--- src/rtl/fetch_sequencer.sv ---
// Instruction-fetch sequencer: owns the PC, issues req/ack fetches to a multi-cycle
// instruction memory and presents fetched words to IF/ID with a valid/stall handshake.
module fetch_sequencer #(
  parameter int                     ADDRESS_LEN = 32,
  parameter logic [ADDRESS_LEN-1:0] RESET_PC    = '0,
  parameter int                     MAX_WAIT    = 15
) (
  input  logic                   clk,
  input  logic                   rst,
  input  logic                   hazard_stall,
  input  logic                   branch_taken,
  input  logic [ADDRESS_LEN-1:0] branch_address,
  output logic                   imem_req,
  output logic [ADDRESS_LEN-1:0] imem_addr,
  input  logic                   imem_ack,
  input  logic [ADDRESS_LEN-1:0] imem_rdata,
  output logic                   if_valid,
  output logic [ADDRESS_LEN-1:0] if_pc,
  output logic [ADDRESS_LEN-1:0] if_instruction,
  output logic                   flush_out,
  output logic                   timeout_err
);

  typedef enum logic [1:0] {IDLE, REQ, VALID, ERR} state_e;

  localparam logic [7:0] MaxWait = 8'(MAX_WAIT);

  state_e                 state_q, state_d;
  logic [ADDRESS_LEN-1:0] pc_q, pc_d;
  logic [ADDRESS_LEN-1:0] rpc_q, rpc_d;
  logic                   pend_q, pend_d;
  logic [7:0]             cnt_q, cnt_d;
  logic                   req_q, req_d;
  logic [ADDRESS_LEN-1:0] addr_q, addr_d;
  logic                   vld_q, vld_d;
  logic [ADDRESS_LEN-1:0] ifpc_q, ifpc_d;
  logic [ADDRESS_LEN-1:0] instr_q, instr_d;
  logic                   flush_q, flush_d;
  logic                   tout_q, tout_d;
  logic [ADDRESS_LEN-1:0] tgt;

  assign tgt = {branch_address[ADDRESS_LEN-1:2], 2'b00};

  always_comb begin
    state_d = state_q;
    pc_d    = pc_q;
    rpc_d   = rpc_q;
    pend_d  = pend_q;
    cnt_d   = cnt_q;
    req_d   = req_q;
    addr_d  = addr_q;
    vld_d   = vld_q;
    ifpc_d  = ifpc_q;
    instr_d = instr_q;
    flush_d = 1'b0;
    tout_d  = tout_q;
    unique case (state_q)
      IDLE: begin
        state_d = REQ;
        req_d   = 1'b1;
        cnt_d   = '0;
        pc_d    = branch_taken ? tgt : pc_q;
        addr_d  = branch_taken ? tgt : pc_q;
      end
      REQ: begin
        if (imem_ack) begin
          cnt_d = '0;
          if (branch_taken || pend_q) begin
            // The returned word belongs to a killed path; refetch at the redirect.
            pc_d    = branch_taken ? tgt : rpc_q;
            addr_d  = branch_taken ? tgt : rpc_q;
            pend_d  = 1'b0;
            flush_d = branch_taken;
          end else begin
            instr_d = imem_rdata;
            ifpc_d  = pc_q;
            pc_d    = pc_q + ADDRESS_LEN'(4);
            vld_d   = 1'b1;
            req_d   = 1'b0;
            state_d = VALID;
          end
        end else begin
          cnt_d = cnt_q + 8'd1;
          if (branch_taken) begin
            pend_d  = 1'b1;
            rpc_d   = tgt;
            flush_d = 1'b1;
          end
          if (cnt_q + 8'd1 == MaxWait) begin
            state_d = ERR;
            req_d   = 1'b0;
            tout_d  = 1'b1;
            pend_d  = 1'b0;
            flush_d = 1'b0;
          end
        end
      end
      VALID: begin
        if (branch_taken) begin
          vld_d   = 1'b0;
          flush_d = 1'b1;
          pc_d    = tgt;
          addr_d  = tgt;
          req_d   = 1'b1;
          cnt_d   = '0;
          state_d = REQ;
        end else if (!hazard_stall) begin
          vld_d   = 1'b0;
          addr_d  = pc_q;
          req_d   = 1'b1;
          cnt_d   = '0;
          state_d = REQ;
        end
      end
      ERR: ;
      default: state_d = IDLE;
    endcase
  end

  always_ff @(posedge clk) begin
    if (rst) begin
      state_q <= IDLE;
      pc_q    <= RESET_PC;
      rpc_q   <= '0;
      pend_q  <= 1'b0;
      cnt_q   <= '0;
      req_q   <= 1'b0;
      addr_q  <= '0;
      vld_q   <= 1'b0;
      ifpc_q  <= '0;
      instr_q <= '0;
      flush_q <= 1'b0;
      tout_q  <= 1'b0;
    end else begin
      state_q <= state_d;
      pc_q    <= pc_d;
      rpc_q   <= rpc_d;
      pend_q  <= pend_d;
      cnt_q   <= cnt_d;
      req_q   <= req_d;
      addr_q  <= addr_d;
      vld_q   <= vld_d;
      ifpc_q  <= ifpc_d;
      instr_q <= instr_d;
      flush_q <= flush_d;
      tout_q  <= tout_d;
    end
  end

  assign imem_req       = req_q;
  assign imem_addr      = addr_q;
  assign if_valid       = vld_q;
  assign if_pc          = ifpc_q;
  assign if_instruction = instr_q;
  assign flush_out      = flush_q;
  assign timeout_err    = tout_q;

endmodule

--- config.mk ---
export PLATFORM = sky130hd
export DESIGN_NAME = fetch_sequencer
export DESIGN_NICKNAME = d
export VERILOG_FILES = /design/src/rtl/fetch_sequencer.sv
export SDC_FILE = /design/constraint.sdc
export NUM_CORES = 1
export LEC_CHECK = 0
export BUFFER_PORTS_ARGS = -buffer_cell sky130_fd_sc_hd__buf_2
export CAP_MARGIN = 25
export CORE_UTILIZATION = 50
export CTS_CLUSTER_DIAMETER = 100
export DETAILED_ROUTE_END_ITERATION = 6
export HOLD_SLACK_MARGIN = 0.1
export PLACE_DENSITY = 0.77
export SLEW_MARGIN = 20
export SYNTH_ARGS = -nofsm -noshare
export SYNTH_HDL_FRONTEND = slang
export SYNTH_SLANG_ARGS = --single-unit
--- constraint.sdc ---
create_clock -name clk -period 2.1 [get_ports clk]
set_clock_uncertainty 0.2 [all_clocks]
set_input_delay 0.42 -clock clk [delete_from_list [all_inputs] [get_ports clk]]
set_output_delay 0.42 -clock clk [all_outputs]
set_load 0.01 [all_outputs]
# ---- Yosys cells after proc, flatten, opt, wreduce, memory -nomap -nowiden
# Index checks and enable logic that the tools add are counted.
dict set report word_totals {
  reg_bits 175
  in_bits 69
  word_cells 82
}
dict set report classes {
  add_sub_neg 2
  eq_ne 10
  muxes 40
  n_bitwise 2
  n_reduce_logical 16
}
# operator n
set op_table {}
lappend op_table {{32-bit 2-to-1 mux} 8}
lappend op_table {{32-bit case mux with 3 select lines} 1}
lappend op_table {{32-bit case mux with 2 select lines} 1}
lappend op_table {{32-bit by 3-bit adder with 32-bit output (second input constant)} 1}
lappend op_table {{8-bit 2-to-1 mux} 3}
lappend op_table {{8-bit case mux with 3 select lines} 1}
lappend op_table {{1-bit 2-to-1 mux} 17}
lappend op_table {{4-bit AND reduction} 3}
lappend op_table {{2-bit 2-to-1 mux} 5}
lappend op_table {{3-bit != test (second input constant)} 3}
lappend op_table {{3-bit AND reduction} 3}
lappend op_table {{8-bit by 1-bit adder with 8-bit output (second input constant)} 1}
lappend op_table {{8-bit by 4-bit equality test with 1-bit output (second input constant)} 1}
lappend op_table {{2-bit != test (second input constant)} 3}
lappend op_table {{2-bit case mux with 3 select lines} 1}
lappend op_table {{2-bit AND reduction} 3}
lappend op_table {{3-bit nonzero test} 2}
lappend op_table {{1-bit case mux with 2 select lines} 2}
lappend op_table {{2-bit nonzero test} 2}
lappend op_table {{1-bit case mux with 3 select lines} 1}
lappend op_table {{2-bit by 1-bit equality test with 1-bit output (second input constant)} 1}
lappend op_table {{2-bit equality test (second input constant)} 1}
lappend op_table {{2-bit logical NOT} 1}
lappend op_table {{2-bit by 1-bit != test with 1-bit output (second input constant)} 1}
lappend op_table {{3 further kinds} 4}

# ---- Longest topological paths before layout
dict set report logic_depth {
  ltp_word 5
  depth_mapped 10
}

# ---- Worst setup path before layout
# OpenSTA, ideal clock, no wires.
dict set report synth_timing {
  path_type {flip-flop to flip-flop}
  startpoint {register state_q[0]}
  endpoint {register pc_q[30]}
  arrival_ns 1.852
  required_time_ns 1.825
  path_slack_ns -0.027
  path_stages_with_launch 10
  path_buffers 3
  period_less_slack_ns 2.127
  path_cell_list {dfxtp_1 -> inv_1 -> ha_1 -> buf_2 -> or2_1 -> buf_2 -> buf_2 -> a21oi_1 -> o21ai_0 -> o22ai_1}
}
dict set report synth_between {
  elab_chain_cells 4
  word_cells_on_any_way 8
  classes_between {eq/ne (3); mux (1); reduce/logical (4)}
}
# item line_no
set synth_lines {}
lappend synth_lines {{start: declaration} 28} ;# state_e state_q, state_d;
lappend synth_lines {{start signal: assignment} 135} ;# state_q <= state_d;
lappend synth_lines {{2-bit equality test / 2-bit logical NOT (equally long branches)} 57} ;# unique case (state_q)
lappend synth_lines {{2-bit OR reduction (no source line)} -}
lappend synth_lines {{2-bit nonzero test (no source line)} -}
lappend synth_lines {{2-bit AND reduction (no source line)} -}
lappend synth_lines {{end signal: assignment} 136} ;# pc_q <= pc_d;
lappend synth_lines {{end: declaration} 29} ;# logic [ADDRESS_LEN-1:0] pc_q, pc_d;
# Several ways; a longest one is shown, not always the timed one.
# A chain may end at the register's enable or synchronous reset.

# ---- Worst setup path after layout
dict set report layout_timing {
  startpoint {register state_q[0]}
  endpoint {register pc_q[17]}
}
# Same word-level chain as after synthesis.

==> metrics.txt <==
WP data arrival 2.29 ns; post-layout min period 2.100 ns; Async SR Flop Fraction 0%; first-pass GRT wire length 42.96 mm; unrepaired setup endpoints after global routing yes; Clock Latency Late Sink 0.44 ns; actual slew at the worst max-slew pin 0.5794 ns; Post-Synth Adder-Cell Area 1.033%; Hold WC Path Type primary input to flip-flop; register area 3511 sq um; DR WL met3 2.794 mm; vias in the first global route 8464; post-synthesis sequential area ratio 41.33%; initial core utilization 51.12%; layout cells sized above 1 28.72%; Multi-input gate area 4812 sq um; Final WS setup -0.0001077 ns; # IOs 169; Critical Path RT about 2.3 ns; Ys Warns 0; synthesized area per cell between 7 and 8 sq um; # setup viols final 1; area delta synth->final 40.13%; non-filler cells in the finished layout 1616; CP max stage delay 0.53 ns; Slew headroom approximately three fifths; WHS 0.2259 ns; 1st-iter DRT viols 1149; crit share post-route 100.0%; drt drc 0; antenna violations before repair 0; critical path class flip-flop to flip-flop; total power 13030 uW; top sig layer met4; Final #Nets 1459; CTS Buffer Depth 2; largest cells by area after synthesis dfxtp_1 41%, nand2_1 10%, a21oi_1 9.5%, mux2i_1 4.1%, nor2_1 4.1%; synth cell count leaders 236 x nand2_1, 175 x dfxtp_1, 161 x a21oi_1; final hold viol count 0; ys flop type dfxtp_1; max-slew violations 0; Synth area leader dfxtp_1; failing checks setup timing; Synthesized Nets 1184; via count of the routed design 9634; Leakage 0.004838 uW; Cell Rows 47; CORE AREA 16580 sq um; fmax 476.2 MHz; Die ar. between 15000 and 20000 sq um; largest family of logic cells by synthesized area simple AND/OR/NAND/NOR gates; n_diodes 0; count of cell types in the netlist 70; #FFs+latches synth 175; CTS tree done; Detailed Place HPWL approximately 17 mm; Die Width 132.2 um; Detailed Routing Iterations Pass 1 6; final wirelength 28.24 mm; gr ovfl total 0; WL/cell 17.47 um; CTS clk-pin slew, worst paths 0.07 ns; metal2 WL 12.66 mm; post-synthesis compound-gate area fraction 23.31%; IO buf count 166; Sink Count 175; Max-Cap Viols 0; Setup crit start kind flip-flop; peak supply drop 792.2 uV; via/cell ratio 5.962; Inst Count DP 1517; XOR/XNOR Fraction of Synth Area 0.2066%; most common cell in the netlist nand2_1; largest net degree at the start of global routing 65; GP Congestion 0.8713; status complete, but fails checks; Power Dens Cells 1097 nW/um^2; Mapped Area 8477 sq um; Num CTS Buffers 17; final core utilization just over 70%; crit path cell chain inv_2 -> ha_4 -> or4_4 -> buf_12 -> buf_4 -> o31ai_1 -> a32o_1; die height 132.2 um; Yosys top cell area share between 40% and 50%; mux contribution to synthesized area approximately 4.1%; crit end category flip-flop; clk root buf clkbuf_16; H-tree levels 4; GRT Resource Usage Total a little under a third; CP max FO 23; synthesized netlist cell count around 1100; simple-gate portion of the synthesized area 24.38%; wl on met1 11.79 mm; Filler cells 1201; number of synthesized flops with an enable pin 0; CP max stage cell or4_4; antenna-violating nets left 0; Place WS -0.1479 ns
routing by layer:
metal  global-route usage (%)  vias up
met2                    47.91      646
met3                    5.613      113
li1                         -     4450
met1                    41.18     4425
met5                        0        -
met4                    12.64        0
flip-flops by register name (all words and copies together) (netlist names):
register	count
cnt_q	8
imem_req	1
pc_q	32
timeout_err	1
if_valid	1
state_q	2
flush_out	1
if_instruction	32
if_pc	32
pend_q	1
imem_addr	32
rpc_q	32
worst max-delay path, delay by kind of cell, from the launching register on:
family,cells,cell delay [ns]
flip-flops,1,0.33
AO/OA/AOI/OAI,2,0.40
AND/OR/NAND/NOR,1,0.53
buffers and inverters,3,0.38
adder cells (fa/ha/maj),1,0.18
cells in the final DEF (no fill, tap or decap), types with 5 or more instances in the layout:
master         netlist  layout
clkbuf_16            0      19
inv_1               12       9
a21oi_2              0       5
dfxtp_1            175     171
nand2b_1             8       6
a211oi_2             0      12
a21oi_1            161     155
o21ai_1              7       8
nand2_1            236     236
nand3_2              1       5
clkinv_8             0       5
mux2i_1             35      35
nor3_1              19      15
buf_4                2     105
nor2_1              93      90
nand3_1             27      23
buf_6                2       8
nor3b_1              6       6
nand4_1             13      13
a311oi_1            10      10
buf_2               26     165
dlygate4sd3_1        0      63
o21ai_0             33      32
a211oi_1            36      21
o21a_1               6       6
and3_1              12      11
buf_12               0      11
a31oi_1             23      22
power breakdown:
group	internal [uW]	switching, uW
combinational	2490	3150
clock	1600	1550
sequential	3800	434
total	7890	5130
path summary, 6_finish.rpt:
kind / start / endpoint / slack (ns) / cells past startpoint
setup / recovery: state_q[0]$_SDFFE_PP0P_ / pc_q[17]$_SDFFE_PP0P_ / -0.0001 / 7
hold / removal: branch_taken / flush_out$_SDFF_PP0_ / 0.23 / 3
setup reg to reg: state_q[0]$_SDFFE_PP0P_ / pc_q[17]$_SDFFE_PP0P_ / -0.0001 / 7
hold reg to reg: if_pc[8]$_SDFFE_PP0P_ / if_pc[8]$_SDFFE_PP0P_ / 0.25 / 2
logic make-up (layout without fill, tap and decap cells):
| kind of cell | after synthesis | count (layout) |
|---|---|---|
| XOR/XNOR | 2 | 2 |
| buffers and inverters | 112 | 400 |
| adder cells (fa/ha/maj) | 7 | 7 |
| multiplexers | 35 | 35 |
| AO/OA/AOI/OAI | 324 | 324 |
| flip-flops | 175 | 175 |
| AND/OR/NAND/NOR | 453 | 453 |
area by class of cell:
type	count	share of cell area, %
clock inverters	15	1.454
multi-input cells	821	40.51
flip-flops and latches	175	29.56
repair buffers	356	22.18
clock buffers	17	3.581
inverters	12	0.4003
well taps	220	2.317
through the flow:
stage / TNS [ns] / cell area [sq um]
final: -0.0001077 / 11880
after global routing: -0.4417 / 11880
after CTS: -0.009152 / 11550
after detailed placement: -2.159 / 10220
after global placement: -0.7238 / 10220
after floorplan: 0 / 8481
what timing repair did:
item | 4_1_cts | 5_1_grt
setup endpoints to repair | 64 | 107
resized for setup | 22 | 62
hold buffers | 63 | 0
pin swaps | 0 | 11
endpoints found under the hold margin | 64 | 0
cloned | 0 | 2
setup buffers | 0 | 2
No activity file was read; power rests on OpenSTA's default activity.
